File: config.mk
export PLATFORM = sky130hd
export DESIGN_NAME = uart_tx_arbiter_flat
export DESIGN_NICKNAME = d
export VERILOG_FILES = /design/src/rtl/uart_tx_arbiter_pkg.sv /design/src/rtl/uart_tx_arbiter_if.sv /design/src/rtl/uart_tx_arbiter_baud.sv /design/src/rtl/uart_tx_arbiter.sv /design/src/flat_wrapper.sv
export SDC_FILE = /design/constraint.sdc
export NUM_CORES = 1
export LEC_CHECK = 0
export CORE_MARGIN = 5
export CORE_UTILIZATION = 30
export CTS_BUF_LIST = sky130_fd_sc_hd__clkbuf_2
export CTS_CLUSTER_SIZE = 25
export DETAILED_ROUTE_END_ITERATION = 10
export MAX_ROUTING_LAYER = met4
export PLACE_DENSITY = 0.55
export SYNTH_ARGS = -nofsm -noshare
export SYNTH_HDL_FRONTEND = slang
export SYNTH_HIERARCHICAL = 1
export SYNTH_SLANG_ARGS = --single-unit
File: constraint.sdc
create_clock -name clk -period 2.2 [get_ports clk]
set_input_delay 0.44 -clock clk [delete_from_list [all_inputs] [get_ports clk]]
set_output_delay 0.44 -clock clk [all_outputs]
set_load 0.01 [all_outputs]
File: src/rtl/uart_tx_arbiter_pkg.sv
// Shared constants for the two-source UART transmit arbiter.
// UART_ARB_PARITY_EN selects an 8E1 frame (11 bits) instead of 8N1 (10 bits).
package uart_pkg;
  localparam logic [2:0] ST_IDLE   = 3'd0;
  localparam logic [2:0] ST_START  = 3'd1;
  localparam logic [2:0] ST_DATA   = 3'd2;
  localparam logic [2:0] ST_PARITY = 3'd3;
  localparam logic [2:0] ST_STOP   = 3'd4;

  localparam int DATA_BITS = 8;
`ifdef UART_ARB_PARITY_EN
  localparam int FRAME_BITS = 11;
`else
  localparam int FRAME_BITS = 10;
`endif

  function automatic logic even_parity(input logic [DATA_BITS-1:0] d);
    return ^d;
  endfunction
endpackage

File: src/rtl/uart_tx_arbiter_if.sv
// Byte-request handshake for the two UART transmit sources.
interface uart_tx_arbiter_if;
  logic       req0_valid;
  logic [7:0] req0_data;
  logic       req0_ready;
  logic       req1_valid;
  logic [7:0] req1_data;
  logic       req1_ready;

  modport master (output req0_valid, req0_data, req1_valid, req1_data,
                  input  req0_ready, req1_ready);
  modport slave  (input  req0_valid, req0_data, req1_valid, req1_data,
                  output req0_ready, req1_ready);
endinterface

File: src/rtl/uart_tx_arbiter_baud.sv
// Bit-period counter: counts 0..DIV-1, tick marks the last cycle of a bit.
module uart_baud_tick #(
  parameter int DIV   = 434,
  parameter int CNT_W = 16
) (
  input  logic clk,
  input  logic reset,
  input  logic clear,
  output logic tick
);
  logic [CNT_W-1:0] cnt_q, cnt_d;

  assign tick = (cnt_q == CNT_W'(DIV - 1));

  always_comb begin
    cnt_d = tick ? '0 : cnt_q + CNT_W'(1);
    if (clear) cnt_d = '0;
  end

  always_ff @(posedge clk) begin
    if (reset) cnt_q <= '0;
    else       cnt_q <= cnt_d;
  end
endmodule

File: src/rtl/uart_tx_arbiter.sv
// Round-robin share of one UART TX line between two byte sources.
// UART_ARB_PARITY_EN adds an even-parity bit between data and stop.
module uart_tx_arbiter
  import uart_pkg::*;
#(
  parameter int DIV   = 434,
  parameter int CNT_W = 16
) (
  input  logic                clk,
  input  logic                reset,
  uart_tx_arbiter_if.slave    req,
  output logic                uart_tx,
  output logic                busy,
  output logic                grant_id
);
  logic [2:0] state_q, state_d;
  logic [7:0] shift_q, shift_d;
  logic [2:0] bit_idx_q, bit_idx_d;
  logic       grant_q, grant_d;
  logic       last_q, last_d;
  logic       tx_q, tx_d;
  logic       tick, idle, win, accept, baud_clr;
  logic [7:0] win_data;

  // Counter held at zero in IDLE so every START begins a full bit period.
  assign baud_clr = (state_q == ST_IDLE);

  uart_baud_tick #(.DIV(DIV), .CNT_W(CNT_W)) u_baud (
    .clk   (clk),
    .reset (reset),
    .clear (baud_clr),
    .tick  (tick)
  );

  // A tie goes to whoever did not own the previous frame.
  assign idle     = (state_q == ST_IDLE) && !reset;
  assign win      = (req.req0_valid && req.req1_valid) ? ~last_q : req.req1_valid;
  assign win_data = win ? req.req1_data : req.req0_data;
  assign req.req0_ready = idle && req.req0_valid && !win;
  assign req.req1_ready = idle && req.req1_valid &&  win;
  assign accept   = req.req0_ready || req.req1_ready;

`ifdef UART_ARB_PARITY_EN
  logic par_q, par_d;
  always_comb begin
    par_d = par_q;
    if (accept) par_d = even_parity(win_data);
  end
  always_ff @(posedge clk) begin
    if (reset) par_q <= 1'b0;
    else       par_q <= par_d;
  end
`endif

  always_comb begin
    state_d   = state_q;
    shift_d   = shift_q;
    bit_idx_d = bit_idx_q;
    grant_d   = grant_q;
    last_d    = last_q;
    case (state_q)
      ST_IDLE: if (accept) begin
        state_d = ST_START;
        shift_d = win_data;
        grant_d = win;
        last_d  = win;
      end
      ST_START: if (tick) begin
        state_d   = ST_DATA;
        bit_idx_d = '0;
      end
      ST_DATA: if (tick) begin
        shift_d   = shift_q >> 1;
        bit_idx_d = bit_idx_q + 3'd1;
        if (bit_idx_q == 3'(DATA_BITS - 1)) begin
`ifdef UART_ARB_PARITY_EN
          state_d = ST_PARITY;
`else
          state_d = ST_STOP;
`endif
        end
      end
`ifdef UART_ARB_PARITY_EN
      ST_PARITY: if (tick) state_d = ST_STOP;
`endif
      ST_STOP: if (tick) state_d = ST_IDLE;
      default: state_d = ST_IDLE;
    endcase
  end

  // Line level follows the state one cycle late (registered output).
  always_comb begin
    case (state_q)
      ST_START:  tx_d = 1'b0;
      ST_DATA:   tx_d = shift_q[0];
`ifdef UART_ARB_PARITY_EN
      ST_PARITY: tx_d = par_q;
`endif
      default:   tx_d = 1'b1;
    endcase
  end

  always_ff @(posedge clk) begin
    if (reset) begin
      state_q   <= ST_IDLE;
      shift_q   <= '0;
      bit_idx_q <= '0;
      grant_q   <= 1'b0;
      last_q    <= 1'b1;
      tx_q      <= 1'b1;
    end else begin
      state_q   <= state_d;
      shift_q   <= shift_d;
      bit_idx_q <= bit_idx_d;
      grant_q   <= grant_d;
      last_q    <= last_d;
      tx_q      <= tx_d;
    end
  end

  assign uart_tx  = tx_q;
  assign busy     = (state_q != ST_IDLE);
  assign grant_id = grant_q;
endmodule

File: src/flat_wrapper.sv
// flat-port wrapper written by rule: the top's interface ports become plain ports
module uart_tx_arbiter_flat import uart_pkg::*;
#(
  parameter int DIV   = 434,
  parameter int CNT_W = 16
)
  (clk, reset, uart_tx, busy, grant_id, req_req0_valid, req_req0_data, req_req1_valid, req_req1_data, req_req0_ready, req_req1_ready);
  uart_tx_arbiter_if req_i ();
  input  logic clk;
  input  logic reset;
  output logic uart_tx;
  output logic busy;
  output logic grant_id;
  input wire logic [$bits(req_i.req0_valid)-1:0] req_req0_valid;
  input wire logic [$bits(req_i.req0_data)-1:0] req_req0_data;
  input wire logic [$bits(req_i.req1_valid)-1:0] req_req1_valid;
  input wire logic [$bits(req_i.req1_data)-1:0] req_req1_data;
  output wire logic [$bits(req_i.req0_ready)-1:0] req_req0_ready;
  output wire logic [$bits(req_i.req1_ready)-1:0] req_req1_ready;
  assign req_i.req0_valid = req_req0_valid;
  assign req_i.req0_data = req_req0_data;
  assign req_i.req1_valid = req_req1_valid;
  assign req_i.req1_data = req_req1_data;
  assign req_req0_ready = req_i.req0_ready;
  assign req_req1_ready = req_i.req1_ready;
  uart_tx_arbiter #(.DIV(DIV), .CNT_W(CNT_W)) u_core (.clk(clk), .reset(reset), .req(req_i), .uart_tx(uart_tx), .busy(busy), .grant_id(grant_id));
endmodule
==> results.md, run 1 <==
- The nature of the critical path endpoint is a primary output.
- The total number of placement rows is 27.
- The height of the die is 85.0 um.
- The initial core utilization is 30.8%.
- The die is 85.0 um wide.
- The endpoint of the lowest-slack register-to-register path is u_core/shift_q[6].
- The insertion delay of the later-clocked pin in the worst-skew pair is 380 ps.
- The count of pins over their slew limit was 0.
- The buffer type at the clock tree root is sky130_fd_sc_hd__clkbuf_2.
- The congestion estimate from routability-driven global placement came to 0.721.
- Measured in cells, the most critical reg-to-reg path has a length of 6.
- The post-synthesis async set-or-reset flop share is 0%.
- The total CTS buffers is 5.
- The TritonCTS clock tree is built.
- Entering global routing, the biggest net connects 22 pins.
- The count of unique library cells instantiated by Yosys is 43.
- The most used flip-flop cell after synthesis is sky130_fd_sc_hd__dfxtp_1.
- The total via count after detailed routing is 1506.
- The run finished with clean final reports.
- STA puts the critical path data required time at 1760 ps.
- Synthesis handed over a netlist of 196 instances.
- The worst path uses 93.7% of the clock period.
- The number of fill cells is 600.
- The static power due to leakage is 0.777 nW.
- The min-delay analysis places its worst path in the category register to register.
- The top-level port count is 25.
- The synthesized cell area is 1690 sq um.
- Setup repair after global routing left no endpoint under its margin.
- The peak clock frequency supported by timing is 485 MHz.
- The switching share of power is 24.0%.
- The net count of the finished layout is 257.
- STA puts the critical path data arrival time at 1620 ps.
- The startpoint type of the worst setup path is a register.
- The count of hold-fix buffers inserted at cts is 0.
- The setup-violating endpoint count in the final report is 0.
- Per report_power, the combinational group accounts for 12.7% of the total.
- The sequential share of power is 53.3%.
- For this design the ratio of total power to cell area is 549 nW/um^2.
- The worst register-to-register path begins at u_core/u_baud/cnt_q[10].
- The clock network accounts for 34.0% of the total power.
- The net switching power of the design is 0.282 mW.
- The detail-routed net length per standard cell is 12.1 um.
- The critical path startpoint is u_core/state_q[1].
- The die area is 7220 sq um.
- The critical path is of the register to primary output type.
- The clock period minus final worst setup slack is 2060 ps.
- The area of combinational cells with multiple inputs is 968 sq um.
- For flop-to-flop paths, the worst setup slack is 210 ps.
- The maximum fanout count along the critical path is 4.
- The number of buffers added on ports is 24.
- The post-route netlist has 12.8% of its cells at a drive strength greater than 1.
- The number of hold-slack violations in the final timing report is 0.
- In the routed design, unresolved DRC markers number 0.
- The worst setup timing slack at the placement stage is -88.5 ps.
- The number of sinks driven by the clock tree is 33.
- Following the worst setup path forward leads to its endpoint at busy.
- Summed over all failing endpoints, the final setup total negative slack is 0 ps.
- The number of antenna violations at the first check in global routing is 0.
- The synthesized netlist net count is 220.
- Summing internal, switching and leakage power gives 1.17 mW.
- The max-cap check violation count is 0.
- Global routing consumed, over all layers together, 11.2% of the routing resources.
- The initial DRC count is 66.
- Counting along the longest clock path gives a buffer depth of 2.
- The final antenna diode count is 0.
- The floorplan step defined a core boundary enclosing 5470 sq um.
- The Yosys step of the flow raised 6 warnings.
- The number of enable-type register cells in the synthesized netlist is 0.
- The mean number of vias per cell is 4.92.
- For this run the aggregate overflow at the end of global routing stands at 0.
- VDD sags by at most 249 uV.
- The final layout contains routed wiring with a total length of 3.69 mm.
- The worst setup skew after layout is 10.9 ps.
- The filler-free cell count of the finished design is 306.
- The count of nets left with antenna violations once routing finished came out at 0.
- A synthesized cell averages 8.61 sq um.
- Of the synthesized area, sequential elements account for 39.2%.
- The transition time of the tightest slew-check pin is 386 ps.
- Relative to the synthesized area, the layout overhead comes to 26.8%.
- The first-pass detailed-route iteration total is 4.
- The internal portion of the total power is 0.892 mW.
- Measured against its own limit, the worst slew margin works out to 74.1%.
- The wire length of the first global-routing pass is 6.51 mm.
- The placed wire-length estimate is 2.69 mm.
- After synthesis the netlist holds a flip-flop and latch count of 33.
- Including well taps, the total number of placed cells is 298.
- The worst path meets setup with 138 ps of slack.
- The post-layout utilization of the core is 39.1%.
- Clock-pin slew was measured on the worst setup and hold paths at 160 ps.
- The total number of H-tree levels is 2.
- Summing all flip-flop and latch instances after layout gives 661 sq um.
- The via count of the first global-routing pass is 1424.
[logic make-up (layout without fill, tap and decap cells)]
| group | Yosys count | count (layout) | share of synthesized area [%] |
|---|---|---|---|
| adders and majority gates | 4 | 4 | 2.97 |
| AOI/OAI and AO/OA | 25 | 25 | 14.1 |
| and+or+nand+nor | 107 | 107 | 31.5 |
| muxes | 2 | 2 | 1.26 |
| DFF | 33 | 33 | 39.2 |
| xor gates and xnor gates | 14 | 14 | 7.27 |
| buffers and inverters | 11 | 49 | 3.71 |
[sequential cells by signal, summed over array words and instances, names as in the netlist]
signal,count
u_core/u_baud/cnt_q,16
u_core/shift_q,8
u_core/bit_idx_q,3
u_core/state_q,3
u_core/grant_id,1
u_core/last_q,1
u_core/uart_tx,1
[cell usage after synthesis (all sizes together), types with 5 or more instances]
master | instances | area, sq um
nor4 | 5 | 31.3
nor2 | 31 | 119
nand2 | 26 | 100
xnor2 | 10 | 87.6
nand4 | 5 | 31.3
nand3 | 12 | 60.1
nand2b | 8 | 50.1
buf | 6 | 38.8
dfxtp | 33 | 661
a32o | 7 | 70.1
nor3 | 8 | 40.0
[critical path, cell delays in order (launching register included)]
cell and delay [ps]:
sky130_fd_sc_hd__dfxtp_1 340, sky130_fd_sc_hd__or3_4 420, sky130_fd_sc_hd__clkdlybuf4s50_1 500
[final cells by class]
class                   instances  share of cell area (%)
multi-input cells             152                    45.3
flip-flops and latches         33                    30.9
repair buffers                 37                    15.7
well taps                      72                    4.21
clock inverters                 2                    1.58
clock buffers                   6                    1.40
inverters                       4                   0.936
[per-layer routing]
metal / global-route usage [%] / share of wire (%) / vias to the layer above
met5: - / 0 / -
met4: 3.88 / 1.7 / 0
met3: 3.20 / 5.6 / 6
met2: 17.3 / 44 / 28
met1: 14.0 / 49 / 699
li1: - / - / 773
[power by group through the flow]
stage	combinational, mW	sequential, mW	clock, mW
CTS	0.151	0.627	0.421
global route	0.164	0.630	0.444
global placement	0.150	0.639	0
detailed placement	0.151	0.639	0
finish	0.149	0.627	0.399
floorplan	0.0792	0.639	0
[worst min path at each step]
stage	slack, ps	end	start	cells past startpoint
4_1_cts	470	u_core/shift_q[7]	u_core/shift_q[7]	2
3_5_place_dp	440	u_core/shift_q[7]	u_core/shift_q[7]	2
2_1_floorplan	410	u_core/shift_q[7]	u_core/shift_q[7]	2
6_report	470	u_core/shift_q[7]	u_core/shift_q[7]	2
3_3_place_gp	430	u_core/shift_q[7]	u_core/shift_q[7]	2
5_1_grt	500	u_core/shift_q[7]	u_core/shift_q[7]	2
[metrics by stage]
step / hold slack (ps) / cell area (sq um)
2_1_floorplan: 411 / 1690
3_3_place_gp: 428 / 2070
3_5_place_dp: 437 / 2070
4_1_cts: 473 / 2130
5_1_grt: 502 / 2140
6_report: 466 / 2140
[layout by cell type, fill, tap and decap left out, types with 5 or more instances in the layout]
master and count:
sky130_fd_sc_hd__nor4_1 5, sky130_fd_sc_hd__nand2_1 25, sky130_fd_sc_hd__nand3_1 12, sky130_fd_sc_hd__clkdlybuf4s50_1 22
sky130_fd_sc_hd__dfxtp_1 33, sky130_fd_sc_hd__nor3_1 7, sky130_fd_sc_hd__nand4_1 5, sky130_fd_sc_hd__nand2b_1 8
sky130_fd_sc_hd__nor2_1 30, sky130_fd_sc_hd__xnor2_1 10, sky130_fd_sc_hd__buf_4 13, sky130_fd_sc_hd__clkbuf_2 6
sky130_fd_sc_hd__a32o_1 7
[repair_timing]
action / in CTS / in global routing
gates cloned: 0 / 0
endpoints found under the setup margin: 2 / 9
buffers inserted: 0 / 0
resized for setup: 2 / 1
Power figures use the tool's default switching activity.
==> run 2, diff against run 1 <==
- CORE_MARGIN: 5 -> default
==> results.md, run 2 (synthesized netlist as in run 1, its figures left out) <==
- The flow ran to the end, and the final reports show no timing, DRC or antenna violations.
- The peak supply drop is 231 uV (-6.9%).
- The signal on the critical path passes through or3_4 > clkdlybuf4s50_1.
- Compared with the post-synthesis result, the final layout area differs by 26.6%.
- The transition time of the tightest slew-check pin came to 381 ps (-5.23 ps).
- The final-layout setup total negative slack is 0 ps (unchanged).
- The worst setup timing slack at the placement stage is -88.2 ps (+0.293 ps).
- The kind of cell with the highest combined delay along the critical path is buffers and inverters.
- The buffer levels on the longest clock path is 2 (unchanged).
- The last weighted congestion value of the routability-driven placer is 0.741 (+2.7%).
- The core region area came to 5270 sq um (-3.7%).
- The net count of the finished layout is 260 (+1.2%).
- The wire length of the first global-routing pass is 6.51 mm (unchanged).
- The number of buffers added on ports is 24 (unchanged).
- The mean number of vias per cell is 4.80 (-2.5%).
- The final total power was 1.07 mW (-9.1%).
- The maximum number of pins on one net before global-route repair is 22 (unchanged).
- The total wire length came to 3.62 mm (-1.9%).
- In the final layout, the registers with the most flip-flops are u_core/u_baud/cnt_q x16, u_core/shift_q x8.
- The worst setup skew after layout is 10.3 ps (-0.604 ps).
- The worst min-delay path class is register to register.
- The placed wire-length estimate was 2.58 mm (-4.1%).
- The die area came to 5930 sq um (-18%).
- The global-route usage over all layers is 13.9% (+2.7 points).
- The number of remaining DRC errors is 0 (unchanged).
- The final antenna-violating net count was 0 (unchanged).
- The via count of the first global-routing pass is 1465 (+2.9%).
- The worst setup path is of the register to primary output kind.
- The worst setup margin came to 112 ps (-25.8 ps).
- The top-level port count was 25 (unchanged).
- The initial DRC count came to 102 (+55%).
- In this run the critical register-to-register path is launched from u_core/u_baud/cnt_q[8].
- The critical path startpoint is u_core/state_q[1].
- The number of antenna violations at the first check in global routing is 0 (unchanged).
- The total via count after detailed routing was 1473 (-2.2%).
- The startpoint of the most critical hold path is u_core/shift_q[7].
- The highest cell delay on the worst timing path came to 510 ps (about the same).
- The flip-flop count of the largest register after layout came to 16 (unchanged).
- The number of fill cells was 580 (-3.3%).
- The power per standard cell area came to 500 nW/um^2 (-8.9%).
- In the layout the commonest cells are sky130_fd_sc_hd__dfxtp_1 (33), sky130_fd_sc_hd__nor2_1 (30), sky130_fd_sc_hd__nand2_1 (25).
- The worst hold path cell count is 2 (unchanged).
- The top register by number of flip-flops is u_core/u_baud/cnt_q.
- The clock period minus final worst setup slack came to 2090 ps (+25.8 ps).
- The maximum fanout count along the critical path was 4 (unchanged).
- The number of sinks driven by the clock tree came to 33 (unchanged).
- The nature of the critical path endpoint is a primary output.
- The minimum setup slack among reg-to-reg paths was 230 ps (+20 ps).
- The worst hold path terminates at u_core/shift_q[7].
- The total number of H-tree levels is 2 (unchanged).
- The worst max-slew margin expressed relative to the limit came to 74.4% (+0.35 points).
- The final antenna diode count is 0 (unchanged).
- The x dimension of the die is 77.0 um (-9.4%).
- The critical path data arrival time is 1650 ps (+30 ps).
- The number of hold-slack violations in the final timing report is 0 (unchanged).
- TritonCTS built the clock tree.
- The total number of placement rows is 26 (-3.7%).
- Setup repair after global routing left no endpoint under its margin.
- The required time at the endpoint of the critical path is 1760 ps (about the same).
- The initial core utilization came to 32.0% (+1.2 points).
- The share of layout cells above drive strength 1 is 14.3% (+1.5 points).
- The first-pass detailed-route iteration total is 4 (unchanged).
- The detail-routed net length per standard cell is 11.8 um (-2.2%).
- The final period utilization was 94.9% (+1.2 points).
- The residual overflow from global routing is 0 (unchanged).
- The static power due to leakage is 0.785 nW (+1.0%).
- The clock-pin slew reported for the worst setup and hold paths after clock tree synthesis came to 170 ps (about the same).
- The height of the die is 77.0 um (-9.4%).
- The total CTS buffers came to 5 (unchanged).
- The count of hold-fix buffers inserted at cts is 0 (unchanged).
- The startpoint type of the worst setup path is a register.
- The count of pins over their slew limit is 0 (unchanged).
- The max-cap check violation count was 0 (unchanged).
- The cell depth of the worst flop-to-flop path is 7 (+1).
- CTS placed an instance of sky130_fd_sc_hd__clkbuf_2 at the clock tree root.
- The highest-delay cell along the critical path is sky130_fd_sc_hd__clkdlybuf4s50_1.
- The sum of buffers and inverters on the critical path is 1 (unchanged).
- In this run the critical register-to-register path is captured at u_core/bit_idx_q[1].
- The insertion delay of the later-clocked pin in the worst-skew pair is 360 ps (-20 ps).
- The leading cell type in the layout, fill and taps excluded is sky130_fd_sc_hd__dfxtp_1.
- The peak clock frequency supported by timing is 479 MHz (-1.2%).
- The setup-violating endpoint count in the final report was 0 (unchanged).
- The post-layout utilization of the core is 40.5% (+1.4 points).
==> run 2: cell count changes in the layout (fill, tap and decap cells not counted) <==
cell                        change
sky130_fd_sc_hd__buf_4          +3
sky130_fd_sc_hd__bufinv_16      -1
sky130_fd_sc_hd__clkinv_1       -1
sky130_fd_sc_hd__clkbuf_2       +2
==> run 2: worst max-delay path by stage <==
stage,to,cells past startpoint
2_1_floorplan,u_core/shift_q[5],6
3_3_place_gp,req_req1_ready,4
3_5_place_dp,req_req0_ready,5
4_1_cts,busy,2
5_1_grt,u_core/bit_idx_q[0],8
6_report,busy,2
==> run 2: where the power goes <==
group / internal [mW] / switching (mW) / total (mW)
Clock: 0.0939 / 0.198 / 0.292
Combinational: 0.0833 / 0.0662 / 0.149
Sequential: 0.616 / 0.0102 / 0.627
==> run 2: layer usage <==
metal	wire [um]	GRT usage (%)	vias up
li1	-	-	780
met1	1820	16.7	668
met2	1620	22.1	21
met3	135	3.57	4
met4	41	5.66	0
met5	0	-	-
==> run 2: cell type report <==
class | instances | area, sq um | area share [%]
multi-input combinational | 152 | 968 | 45.4
sequential | 33 | 661 | 30.9
timing repair buffer | 40 | 358 | 16.8
tap | 70 | 87.6 | 4.10
clock buffer | 8 | 40.0 | 1.88
inverter | 4 | 20.0 | 0.938
==> run 2: timing repair <==
action | 4_1_cts | 5_1_grt
buffers inserted | 0 | 1
gates cloned | 0 | 0
endpoints found under the hold margin | 0 | 0
pin swaps | 0 | 1
gates resized for setup | 2 | 1
endpoints found under the setup margin | 2 | 2
==> run 2: per-stage QoR <==
| step | hold WS [ps] | cells | area (sq um) |
|---|---|---|---|
| finish | 473 | 307 | 2130 |
| global placement | 427 | 298 | 2080 |
| floorplan | 411 | 196 | 1690 |
| global route | 502 | 307 | 2130 |
| detailed placement | 441 | 298 | 2080 |
| CTS | 477 | 306 | 2120 |
==> run 2: tightest hold or removal path, cell delays in order, from the launching register on <==
cell and delay (ps):
sky130_fd_sc_hd__dfxtp_1 360, sky130_fd_sc_hd__nand2_1 50, sky130_fd_sc_hd__o41ai_1 50
